`src/rtl/mux_rr_arbiter.sv`:
```
// Round-robin arbiter sharing one DEPTH-input mux between DEPTH requesters.
// The grant is held for up to BURST_LEN accepted beats, then it rotates.

module mux #(
   parameter int BIT_WIDTH = 4,
   parameter int DEPTH     = 4,
   parameter int SEL_WIDTH = 2
) (
   input  logic [BIT_WIDTH*DEPTH-1:0] dataIn,
   input  logic [SEL_WIDTH-1:0]       select,
   output logic [BIT_WIDTH-1:0]       muxout
);

   always_comb begin
      muxout = '0;
      for (int i = 0; i < DEPTH; i++) begin
         if (select == SEL_WIDTH'(i)) muxout = dataIn[BIT_WIDTH*i +: BIT_WIDTH];
      end
   end

endmodule

module mux_rr_arbiter #(
   parameter int BIT_WIDTH = 4,
   parameter int DEPTH     = 4,
   parameter int SEL_WIDTH = 2,
   parameter int BURST_LEN = 2
) (
   input  logic                       clk,
   input  logic                       rst,
   input  logic [DEPTH-1:0]           reqValid,
   output logic [DEPTH-1:0]           reqReady,
   input  logic [BIT_WIDTH*DEPTH-1:0] dataIn,
   output logic                       outValid,
   input  logic                       outReady,
   output logic [BIT_WIDTH-1:0]       muxout,
   output logic [SEL_WIDTH-1:0]       select,
   output logic                       busy
);

   localparam int                   CNT_W     = $clog2(BURST_LEN) + 1;
   localparam logic [CNT_W-1:0]     LAST_BEAT = CNT_W'(BURST_LEN - 1);
   localparam logic [SEL_WIDTH-1:0] LAST_IDX  = SEL_WIDTH'(DEPTH - 1);

   typedef enum logic {IDLE, GRANT} state_t;

   state_t               state;
   logic [SEL_WIDTH-1:0] pointer;
   logic [SEL_WIDTH-1:0] winner;
   logic [SEL_WIDTH-1:0] next_ptr;
   logic [CNT_W-1:0]     beat_cnt;
   logic                 any_req;
   logic                 transfer;

   // Scan starts at pointer and wraps at DEPTH-1, not at the select range.
   always_comb begin
      int idx;
      winner  = '0;
      any_req = 1'b0;
      idx     = 0;
      for (int k = 0; k < DEPTH; k++) begin
         idx = int'(pointer) + k;
         if (idx >= DEPTH) idx = idx - DEPTH;
         if (!any_req && reqValid[idx]) begin
            winner  = SEL_WIDTH'(idx);
            any_req = 1'b1;
         end
      end
   end

   // Handshake: a beat moves when outValid & outReady are both high in a cycle;
   // the granted requester sees reqReady on exactly that cycle and must hold its
   // word stable until then. Outputs are forced low while rst is high.
   assign outValid = !rst && (state == GRANT) && reqValid[select];
   assign transfer = outValid && outReady;
   assign reqReady = transfer ? (DEPTH'(1) << select) : '0;
   assign next_ptr = (select == LAST_IDX) ? '0 : select + SEL_WIDTH'(1);

   always_ff @(posedge clk) begin
      if (rst) begin
         state    <= IDLE;
         select   <= '0;
         pointer  <= '0;
         beat_cnt <= '0;
         busy     <= 1'b0;
      end else begin
         case (state)
            IDLE: begin
               if (any_req) begin
                  select   <= winner;
                  beat_cnt <= '0;
                  state    <= GRANT;
                  busy     <= 1'b1;
               end
            end
            GRANT: begin
               if (!reqValid[select]) begin
                  state    <= IDLE;
                  busy     <= 1'b0;
                  pointer  <= next_ptr;
                  beat_cnt <= '0;
               end else if (outReady) begin
                  if (beat_cnt == LAST_BEAT) begin
                     state    <= IDLE;
                     busy     <= 1'b0;
                     pointer  <= next_ptr;
                     beat_cnt <= '0;
                  end else begin
                     beat_cnt <= beat_cnt + CNT_W'(1);
                  end
               end
            end
         endcase
      end
   end

   mux #(
      .BIT_WIDTH(BIT_WIDTH),
      .DEPTH    (DEPTH),
      .SEL_WIDTH(SEL_WIDTH)
   ) u_mux (
      .dataIn(dataIn),
      .select(select),
      .muxout(muxout)
   );

endmodule

```
`config.mk`:
```
export PLATFORM = sky130hd
export DESIGN_NAME = mux_rr_arbiter
export DESIGN_NICKNAME = d
export VERILOG_FILES = /design/src/rtl/mux_rr_arbiter.sv
export SDC_FILE = /design/constraint.sdc
export NUM_CORES = 1
export LEC_CHECK = 0
export CAP_MARGIN = 0
export CORE_MARGIN = 4
export CORE_UTILIZATION = 40
export DETAILED_ROUTE_END_ITERATION = 6
export PLACE_DENSITY_LB_ADDON = 0.1
export SETUP_SLACK_MARGIN = 0.5
export SLEW_MARGIN = 0
export SYNTH_ARGS = -nofsm -noshare
export SYNTH_HDL_FRONTEND = slang
export SYNTH_HIERARCHICAL = 1
export SYNTH_SLANG_ARGS = --single-unit
```
`constraint.sdc`:
```
create_clock -name clk -period 3.7 [get_ports clk]
set_clock_uncertainty 0.1 [all_clocks]
set_input_delay 0.555 -clock clk [delete_from_list [all_inputs] [get_ports clk]]
set_output_delay 0.555 -clock clk [all_outputs]
set_load 0.03 [all_outputs]
```
==> flow_metrics.tcl, run 1 <==
set metrics [dict create \
    outcome "completed" \
    sequential_cell_area_sq_um 160.2 \
    clock_power_share 0.243 \
    post_drt_wl_per_cell_um 13.60 \
    number_of_setup_buffers_added_after_cts 0 \
    syn_area_per_cell_sq_um 10.03 \
    global_route.usage.total 0.1577 \
    initial_utilization 0.4498 \
    setup_viol 0 \
    top_layer_used "met4" \
    clock_path_buffers 2 \
    antenna_nets_post_route 0 \
    route.detailed.drc 0 \
    total_grt_overflow 0 \
    placeable_core_region_sq_um 1383 \
    max_clock_freq_mhz 328.0 \
    vdd_drop_max_mv 0.1653 \
    i_o_pin_count 35 \
    insertedDiodeCount 0 \
    setup_total_negative_slack_ns 0 \
    placed_cell_area_sq_um 984.7 \
    grt_start_max_net_pins 12 \
    min-delay-start "beat_cnt[1]" \
    net_switching_power_mw 0.09088 \
    endpoint_kind "output pin" \
    numCtsBuffers 3 \
    power.share.sequential 0.349 \
    final_core_utilization 0.7249 \
    worst-r2r-cell-count 4 \
    clock_sinks 8 \
    die_w_um 47.43 \
    timing.slew.headroom 0.6788 \
    cts.reportedPaths.clkPinSlew_ns 0.05 \
    setup_repair_after_global_routing_missed_its_margin "no" \
    half_perimeter_wire_length_after_placement_um 1223 \
    port_buffers 34 \
    p_int_mw 0.1931 \
    synthesis.nets 89 \
    worst_setup_path_startpoint "reqValid[0]" \
    crit-reg2reg-launch "select[1]" \
    met2RoutedLength_um 758 \
    yosysWarnings 6 \
    dr_wl_met3_um 122 \
    pins_over_slew_limit 0 \
    multiInputGateArea_sq_um 442.9 \
    drt-pass1-iter-count 4 \
    ff2ff_setup_slack_ns 2.05 \
    worst_hold_path_type "reg -> reg" \
    worstSkewPairLatency_ns 0.26 \
    gate_count_of_the_mapped_netlist 62 \
    cts-root-buf "clkbuf_4" \
    chipHeight_um 47.43 \
    routed_wl_um 1550 \
    tightest_slew_ns 0.4774 \
    critPathKind "in -> out" \
    routed_via_density 5.439 \
    ys_ff_latch 8 \
    layout.cells.most_common_list "clkdlybuf4s50_1 (30), dfxtp_1 (8), a21oi_1 (7)" \
    placementRows 13 \
    synth_cell_area_sq_um 621.8 \
    p_leak_nw 0.3908 \
    worstHoldPathCells 2 \
    final_nets 128 \
    power.density_nw_per_um2 283.4 \
    finalHoldViolCount 0 \
    pwr_total_mw 0.2840 \
    synth_sequential_area_ratio 0.2575 \
    fillerInstances 118 \
    synthDistinctLibCells 29 \
    worstPathArrival_ns 2.39 \
    holdPathEnd "beat_cnt[1]" \
    cp_max_fo 6 \
    crit-reg2reg-capture "pointer[1]" \
    first_pass_grt_wire_length_um 2401 \
    layout-area-overhead-vs-synth_pct 61.17 \
    dieArea_sq_um 2250 \
    drt_iter0_drc 14 \
    worstPathRequired_ns 3.04 \
    tritoncts "built" \
    vias_in_the_first_global_route 593 \
    clock_tree.htree_level_count 1 \
    holdBufCountCts 0 \
    final_cell_area_sq_um 1002 \
    vias 620 \
    drv_cap 0 \
    final_min_period_over_clock_period 0.8241 \
    grt_antenna_before_repair 0 \
    layout.cells.most_common "clkdlybuf4s50_1" \
    layout_cells_sized_above_1 0.1010 \
    period_needed_ns 3.049 \
    place.gp.congestion 0.8098 \
    wl_met1_um 642 \
    start_kind "input pin" \
    comb_power_share 0.408 \
    power_switching_share 0.3200 \
]
-- area by class of cell --
cell class / instances / area share
Clock buffer: 3 / 0.02247
Inverter: 4 / 0.01498
Multi-Input combinational cell: 49 / 0.4419
Sequential cell: 8 / 0.1598
Tap cell: 15 / 0.01873
Timing Repair Buffer: 35 / 0.3421
-- power by group through the flow --
stage	logic [mW]	clock network, mW	registers, mW
finish	0.116	0.0689	0.0991
global route	0.125	0.0765	0.0999
CTS	0.117	0.0700	0.0990
detailed placement	0.117	0	0.101
global placement	0.116	0	0.101
floorplan	0.0563	0	0.108
-- synthesized netlist by cell type --
| master | number | area share |
|---|---|---|
| dfxtp_1 | 8 | 0.26 |
| a21oi_1 | 7 | 0.056 |
| and2_1 | 4 | 0.040 |
| ha_1 | 4 | 0.080 |
| inv_1 | 4 | 0.024 |
| mux4_1 | 4 | 0.17 |
| nor2_1 | 4 | 0.024 |
| nand2_1 | 3 | 0.018 |
| nand2b_1 | 3 | 0.030 |
| nor3b_1 | 2 | 0.024 |
| a21boi_4 | 1 | 0.030 |
| a21o_1 | 1 | 0.012 |
| a22o_1 | 1 | 0.014 |
| a2bb2oi_1 | 1 | 0.014 |
| clkbuf_1 | 1 | 0.0060 |
| mux2_2 | 1 | 0.018 |
| mux2i_1 | 1 | 0.016 |
| mux4_2 | 1 | 0.036 |
| nand2_2 | 1 | 0.010 |
| nand3b_1 | 1 | 0.012 |
| nor3_1 | 1 | 0.0080 |
| nor3b_2 | 1 | 0.020 |
| nor4_1 | 1 | 0.010 |
| o211ai_1 | 1 | 0.012 |
| o21a_1 | 1 | 0.012 |
| o21ai_0 | 1 | 0.0080 |
| o221ai_1 | 1 | 0.014 |
| o31ai_1 | 1 | 0.012 |
| or2_2 | 1 | 0.010 |
-- logic make-up after synthesis --
family,count (synthesis),share of synthesized area
compound gates,16,0.1851
fa+ha+maj,4,0.08049
flops,8,0.2575
simple gates,22,0.2072
buf+inv,5,0.03017
mux,7,0.2394
-- stage by stage --
stage / cells / hold WS (ns) / worst slack (ns)
detailed placement: 111 / 0.3513 / 0.3993
CTS: 114 / 0.3635 / 0.6510
global route: 114 / 0.3922 / 0.5393
global placement: 111 / 0.3391 / 0.4242
floorplan: 62 / 0.3218 / 1.292
finish: 114 / 0.3608 / 0.6508
-- repair_timing --
item                                   in CTS  in global routing
resized for setup                           4                  0
setup endpoints to repair                   4                  0
endpoints found under the hold margin       0                  0
-- per-layer routing --
metal,vias up,track usage
li1,313,-
met1,276,0.1663
met2,27,0.2807
met3,4,0.05639
met4,0,0.06630
met5,-,0
-- sequential cells by signal, indices dropped and copies added (netlist names) --
| signal | flops |
|---|---|
| state | 1 |
| pointer | 2 |
| busy | 1 |
| beat_cnt | 2 |
| select | 2 |
-- worst max-delay path, stage by stage --
cell and delay, ns:
clkdlybuf4s50_1 0.49, mux4_2 0.55, nand2_2 0.13, nor2_1 0.05, clkdlybuf4s50_1 0.61
-- how the worst max path moves through the flow --
stage / end / slack (ns) / depth (start not counted)
floorplan: reqReady[0] / 1.29 / 4
global placement: reqReady[3] / 0.42 / 6
detailed placement: reqReady[2] / 0.40 / 6
CTS: outValid / 0.65 / 5
global route: reqReady[1] / 0.54 / 6
finish: outValid / 0.65 / 5
Note: power is estimated with default switching activity, not from simulation.
==> run 2: changes to the inputs <==
- CORE_ASPECT_RATIO: default -> 1.2
- CORE_UTILIZATION: 40 -> 37
- clock period: 3.7 -> 3.09 ns (I/O delays scaled with it)
==> flow_metrics.tcl, run 2 (synthesized netlist as in run 1, its figures left out) <==
set metrics [dict create \
    biggestRegsByFlops "beat_cnt (2), pointer (2), select (2)" \
    endpoint_kind "output pin" \
    vdd_drop_max_mv 0.2736 \
    clock_sinks 8 \
    p_leak_nw 0.4439 \
    drt-pass1-iter-count 4 \
    min-delay-start "beat_cnt[1]" \
    chipHeight_um 52.91 \
    cp_max_fo 10 \
    final_core_utilization 0.6765 \
    worstSkewPairLatency_ns 0.25 \
    dieArea_sq_um 2403 \
    ff2ff_setup_slack_ns 1.46 \
    antenna_nets_post_route 0 \
    initial_utilization 0.4091 \
    crit-reg2reg-launch "select[1]" \
    post_drt_wl_per_cell_um 13.71 \
    route.detailed.drc 0 \
    vias_in_the_first_global_route 634 \
    tightest_slew_ns 0.4360 \
    routed_wl_um 1604 \
    setup_viol 0 \
    drt_iter0_drc 9 \
    global_route.usage.total 0.1530 \
    routed_via_density 5.419 \
    placed_cells 114 \
    setup_total_negative_slack_ns 0 \
    layout.cells.most_common_list "clkdlybuf4s50_1 (22), dfxtp_1 (8), a21oi_1 (7)" \
    holdWs_ns 0.3428 \
    layoutNonFillerInstCount 117 \
    final_cell_area_sq_um 1028 \
    postLayoutSetupSlackWorst_ns 0.5626 \
    tritoncts "built" \
    finalHoldViolCount 0 \
    clock_tree.htree_level_count 1 \
    vias 634 \
    fillerInstances 135 \
    worst_hold_path_type "reg -> reg" \
    worst-r2r-cell-count 4 \
    layout.cells.most_common "clkdlybuf4s50_1" \
    die_w_um 45.43 \
    pins_over_slew_limit 0 \
    cts.reportedPaths.clkPinSlew_ns 0.05 \
    worstPathRequired_ns 2.53 \
    holdPathEnd "beat_cnt[1]" \
    placed_cell_area_sq_um 984.7 \
    i_o_pin_count 35 \
    layout_cells_sized_above_1 0.1500 \
    place.gp.congestion 0.8993 \
    layout-area-overhead-vs-synth_pct 65.39 \
    setup_repair_after_global_routing_missed_its_margin "no" \
    outcome "completed" \
    power.density_nw_per_um2 327.7 \
    final_nets 129 \
    clock_path_buffers 2 \
    start_kind "flip-flop" \
    port_buffers 34 \
    crit-reg2reg-capture "pointer[1]" \
    total_grt_overflow 0 \
    timing.slew.headroom 0.7067 \
    pwr_total_mw 0.3370 \
    critPathKind "reg -> out" \
    drv_cap 0 \
    grt_antenna_before_repair 0 \
    worstHoldPathCells 2 \
    first_pass_grt_wire_length_um 2677 \
    final_min_period_over_clock_period 0.8179 \
    half_perimeter_wire_length_after_placement_um 1265 \
    period_needed_ns 2.527 \
    insertedDiodeCount 0 \
    placeable_core_region_sq_um 1520 \
    dp_worst_setup_slack_ns 0.2635 \
    max_clock_freq_mhz 395.7 \
    numCtsBuffers 3 \
    holdBufCountCts 0 \
    cts-root-buf "clkbuf_4" \
    placementRows 15 \
    grt_start_max_net_pins 11 \
    worstPathArrival_ns 1.96 \
]
-- run 2: power by group --
group / total (mW) / internal (mW) / switching, mW
combinational: 0.140 / 0.0751 / 0.0647
clock: 0.0785 / 0.0443 / 0.0341
sequential: 0.119 / 0.111 / 0.00781
total: 0.337 / 0.230 / 0.107
-- run 2: what timing repair did --
item / in CTS / in global routing
setup buffers: 0 / 0
pin swaps: 0 / 1
gates resized for setup: 4 / 7
setup endpoints to repair: 5 / 8
-- run 2: worst max-delay path by stage --
stage,from,end,slack [ns]
floorplan,select[0],reqReady[0],0.77
global placement,reqValid[0],outValid,0.29
detailed placement,reqValid[0],outValid,0.26
CTS,reqValid[2],outValid,0.51
global route,select[0],muxout[0],0.49
finish,select[0],muxout[0],0.56
-- run 2: final cells by class --
type,count,area (sq um),area share
sequential,8,160.2,0.1557
inverter,4,15.01,0.01460
timing repair buffer,36,355.3,0.3455
tap,17,21.27,0.02068
multi-input combinational,49,454.2,0.4416
clock buffer,3,22.52,0.02190
-- run 2: worst max-delay path: stages (launching register included) --
cell and delay, ns:
dfxtp_1 0.34, buf_4 0.20, mux4_1 0.56, clkdlybuf4s50_1 0.61
-- run 2: layer usage --
metal  up-vias  routed length [um]  track usage
li1        310                   -            -
met3         0                 148      0.06463
met5         -                   0            0
met2        26                 839       0.2744
met1       298                 616       0.1688
met4         0                   0      0.01463
==> run 3: changes to the inputs <==
- clock period: 3.09 -> 2.49 ns (I/O delays scaled with it)
==> flow_metrics.tcl, run 3 (synthesized netlist as in run 1, its figures left out) <==
set metrics [dict create \
    outcome "completed" \
    i_o_pin_count 35 \
    insertedDiodeCount 0 \
    holdWs_ns 0.3449 \
    clock_path_buffers 2 \
    cts.reportedPaths.clkPinSlew_ns 0.07 \
    period_needed_ns 2.202 \
    holdBufCountCts 0 \
    power.density_nw_per_um2 417.0 \
    ff2ff_setup_slack_ns 0.81 \
    layout.cells.most_common_list "clkdlybuf4s50_1 (21), buf_4 (11), buf_6 (8)" \
    setup_viol 0 \
    worstSkewPairLatency_ns 0.26 \
    grt_start_max_net_pins 11 \
    worstPathRequired_ns 2.02 \
    start_kind "flip-flop" \
    biggestRegsByFlops "beat_cnt (2), pointer (2), select (2)" \
    chipHeight_um 52.91 \
    routed_via_density 5.281 \
    postLayoutSetupSlackWorst_ns 0.2878 \
    timing.slew.headroom 0.7173 \
    first_pass_grt_wire_length_um 2815 \
    clock_sinks 8 \
    setup_repair_after_global_routing_missed_its_margin "yes" \
    cts-root-buf "clkbuf_4" \
    worstPathArrival_ns 1.73 \
    drv_cap 0 \
    dp_worst_setup_slack_ns -0.05837 \
    total_grt_overflow 0 \
    layout-area-overhead-vs-synth_pct 80.48 \
    finalHoldViolCount 0 \
    drt_iter0_drc 7 \
    tritoncts "built" \
    placementRows 15 \
    route.detailed.drc 0 \
    global_route.usage.total 0.1615 \
    port_buffers 34 \
    pwr_total_mw 0.4680 \
    routed_wl_um 1856 \
    post_drt_wl_per_cell_um 14.50 \
    vdd_drop_max_mv 0.2916 \
    global_route.usage.met2 0.3140 \
    place.gp.congestion 0.7994 \
    global_route.usage.met1 0.1629 \
    die_w_um 45.43 \
    final_cell_area_sq_um 1122 \
    tightest_slew_ns 0.4201 \
    dieArea_sq_um 2403 \
    vias 676 \
    clock_tree.htree_level_count 1 \
    final_min_period_over_clock_period 0.8844 \
    pins_over_slew_limit 0 \
    grt_most_used_layer "met2" \
    final_nets 139 \
    worst_hold_path_type "reg -> reg" \
    grt_antenna_before_repair 0 \
    endpoint_kind "output pin" \
    numCtsBuffers 3 \
    vias_in_the_first_global_route 736 \
    initial_utilization 0.4091 \
    layout_cells_sized_above_1 0.3514 \
    antenna_nets_post_route 0 \
    gr-usage-met3 0.04082 \
    placed_cell_area_sq_um 1020 \
    p_leak_nw 0.4558 \
    critPathKind "reg -> out" \
    layout.cells.most_common "clkdlybuf4s50_1" \
    max_clock_freq_mhz 454.1 \
    cp_max_fo 5 \
    placeable_core_region_sq_um 1520 \
    drt-pass1-iter-count 4 \
]
[run 3: cell types whose count changed in the layout (fill, tap and decap cells not counted), sizes merged]
cell           change
buf               +15
clkbuf             +1
clkdlybuf4s50      -1
dlygate4sd2        +1
dlymetal6s2s       -5
[run 3: layer usage]
metal | wire, um | up-vias
li1 | - | 330
met1 | 651 | 310
met2 | 1032 | 34
met3 | 163 | 2
met4 | 9 | 0
met5 | 0 | -
[run 3: where the power goes]
part           switching, mW  total (mW)  internal [mW]
Combinational         0.0890       0.206          0.117
Sequential            0.0105       0.148          0.137
Clock                 0.0527       0.114         0.0617
[run 3: critical path, cell delays in order, from the launching register on]
cell and delay [ns]:
dfxtp_4 0.35, mux4_2 0.35, nand2_2 0.07, buf_6 0.12
nor3b_4 0.26, and2_4 0.19, buf_6 0.12
[run 3: path summary, 6_finish.rpt]
check / from / endpoint / cells after the start
worst max-delay path: select[0] / reqReady[2] / 6
worst min register to register: beat_cnt[1] / beat_cnt[1] / 2
worst min-delay path: beat_cnt[1] / beat_cnt[1] / 2
worst max register to register: select[0] / pointer[1] / 5
[run 3: layout make-up]
type,instances,area (sq um)
clock buffer,4,26.28
fill,125,397.9
inverter,4,15.01
multi-input combinational,49,447.9
sequential,8,167.7
tap,17,21.27
timing repair buffer,46,444.2
[run 3: metrics by stage]
step	util	TNS, ns	cells
2_1_floorplan	-	0	62
3_3_place_gp	0.6708	-0.04396	118
3_5_place_dp	0.6708	-0.05837	118
4_1_cts	0.7218	0	126
5_1_grt	0.7383	0	128
6_report	0.7383	0	128
[run 3: timing repair]
action	CTS	global route
pin swaps	6	5
endpoints found under the setup margin	9	8
buffers inserted	4	2
resized for setup	35	19
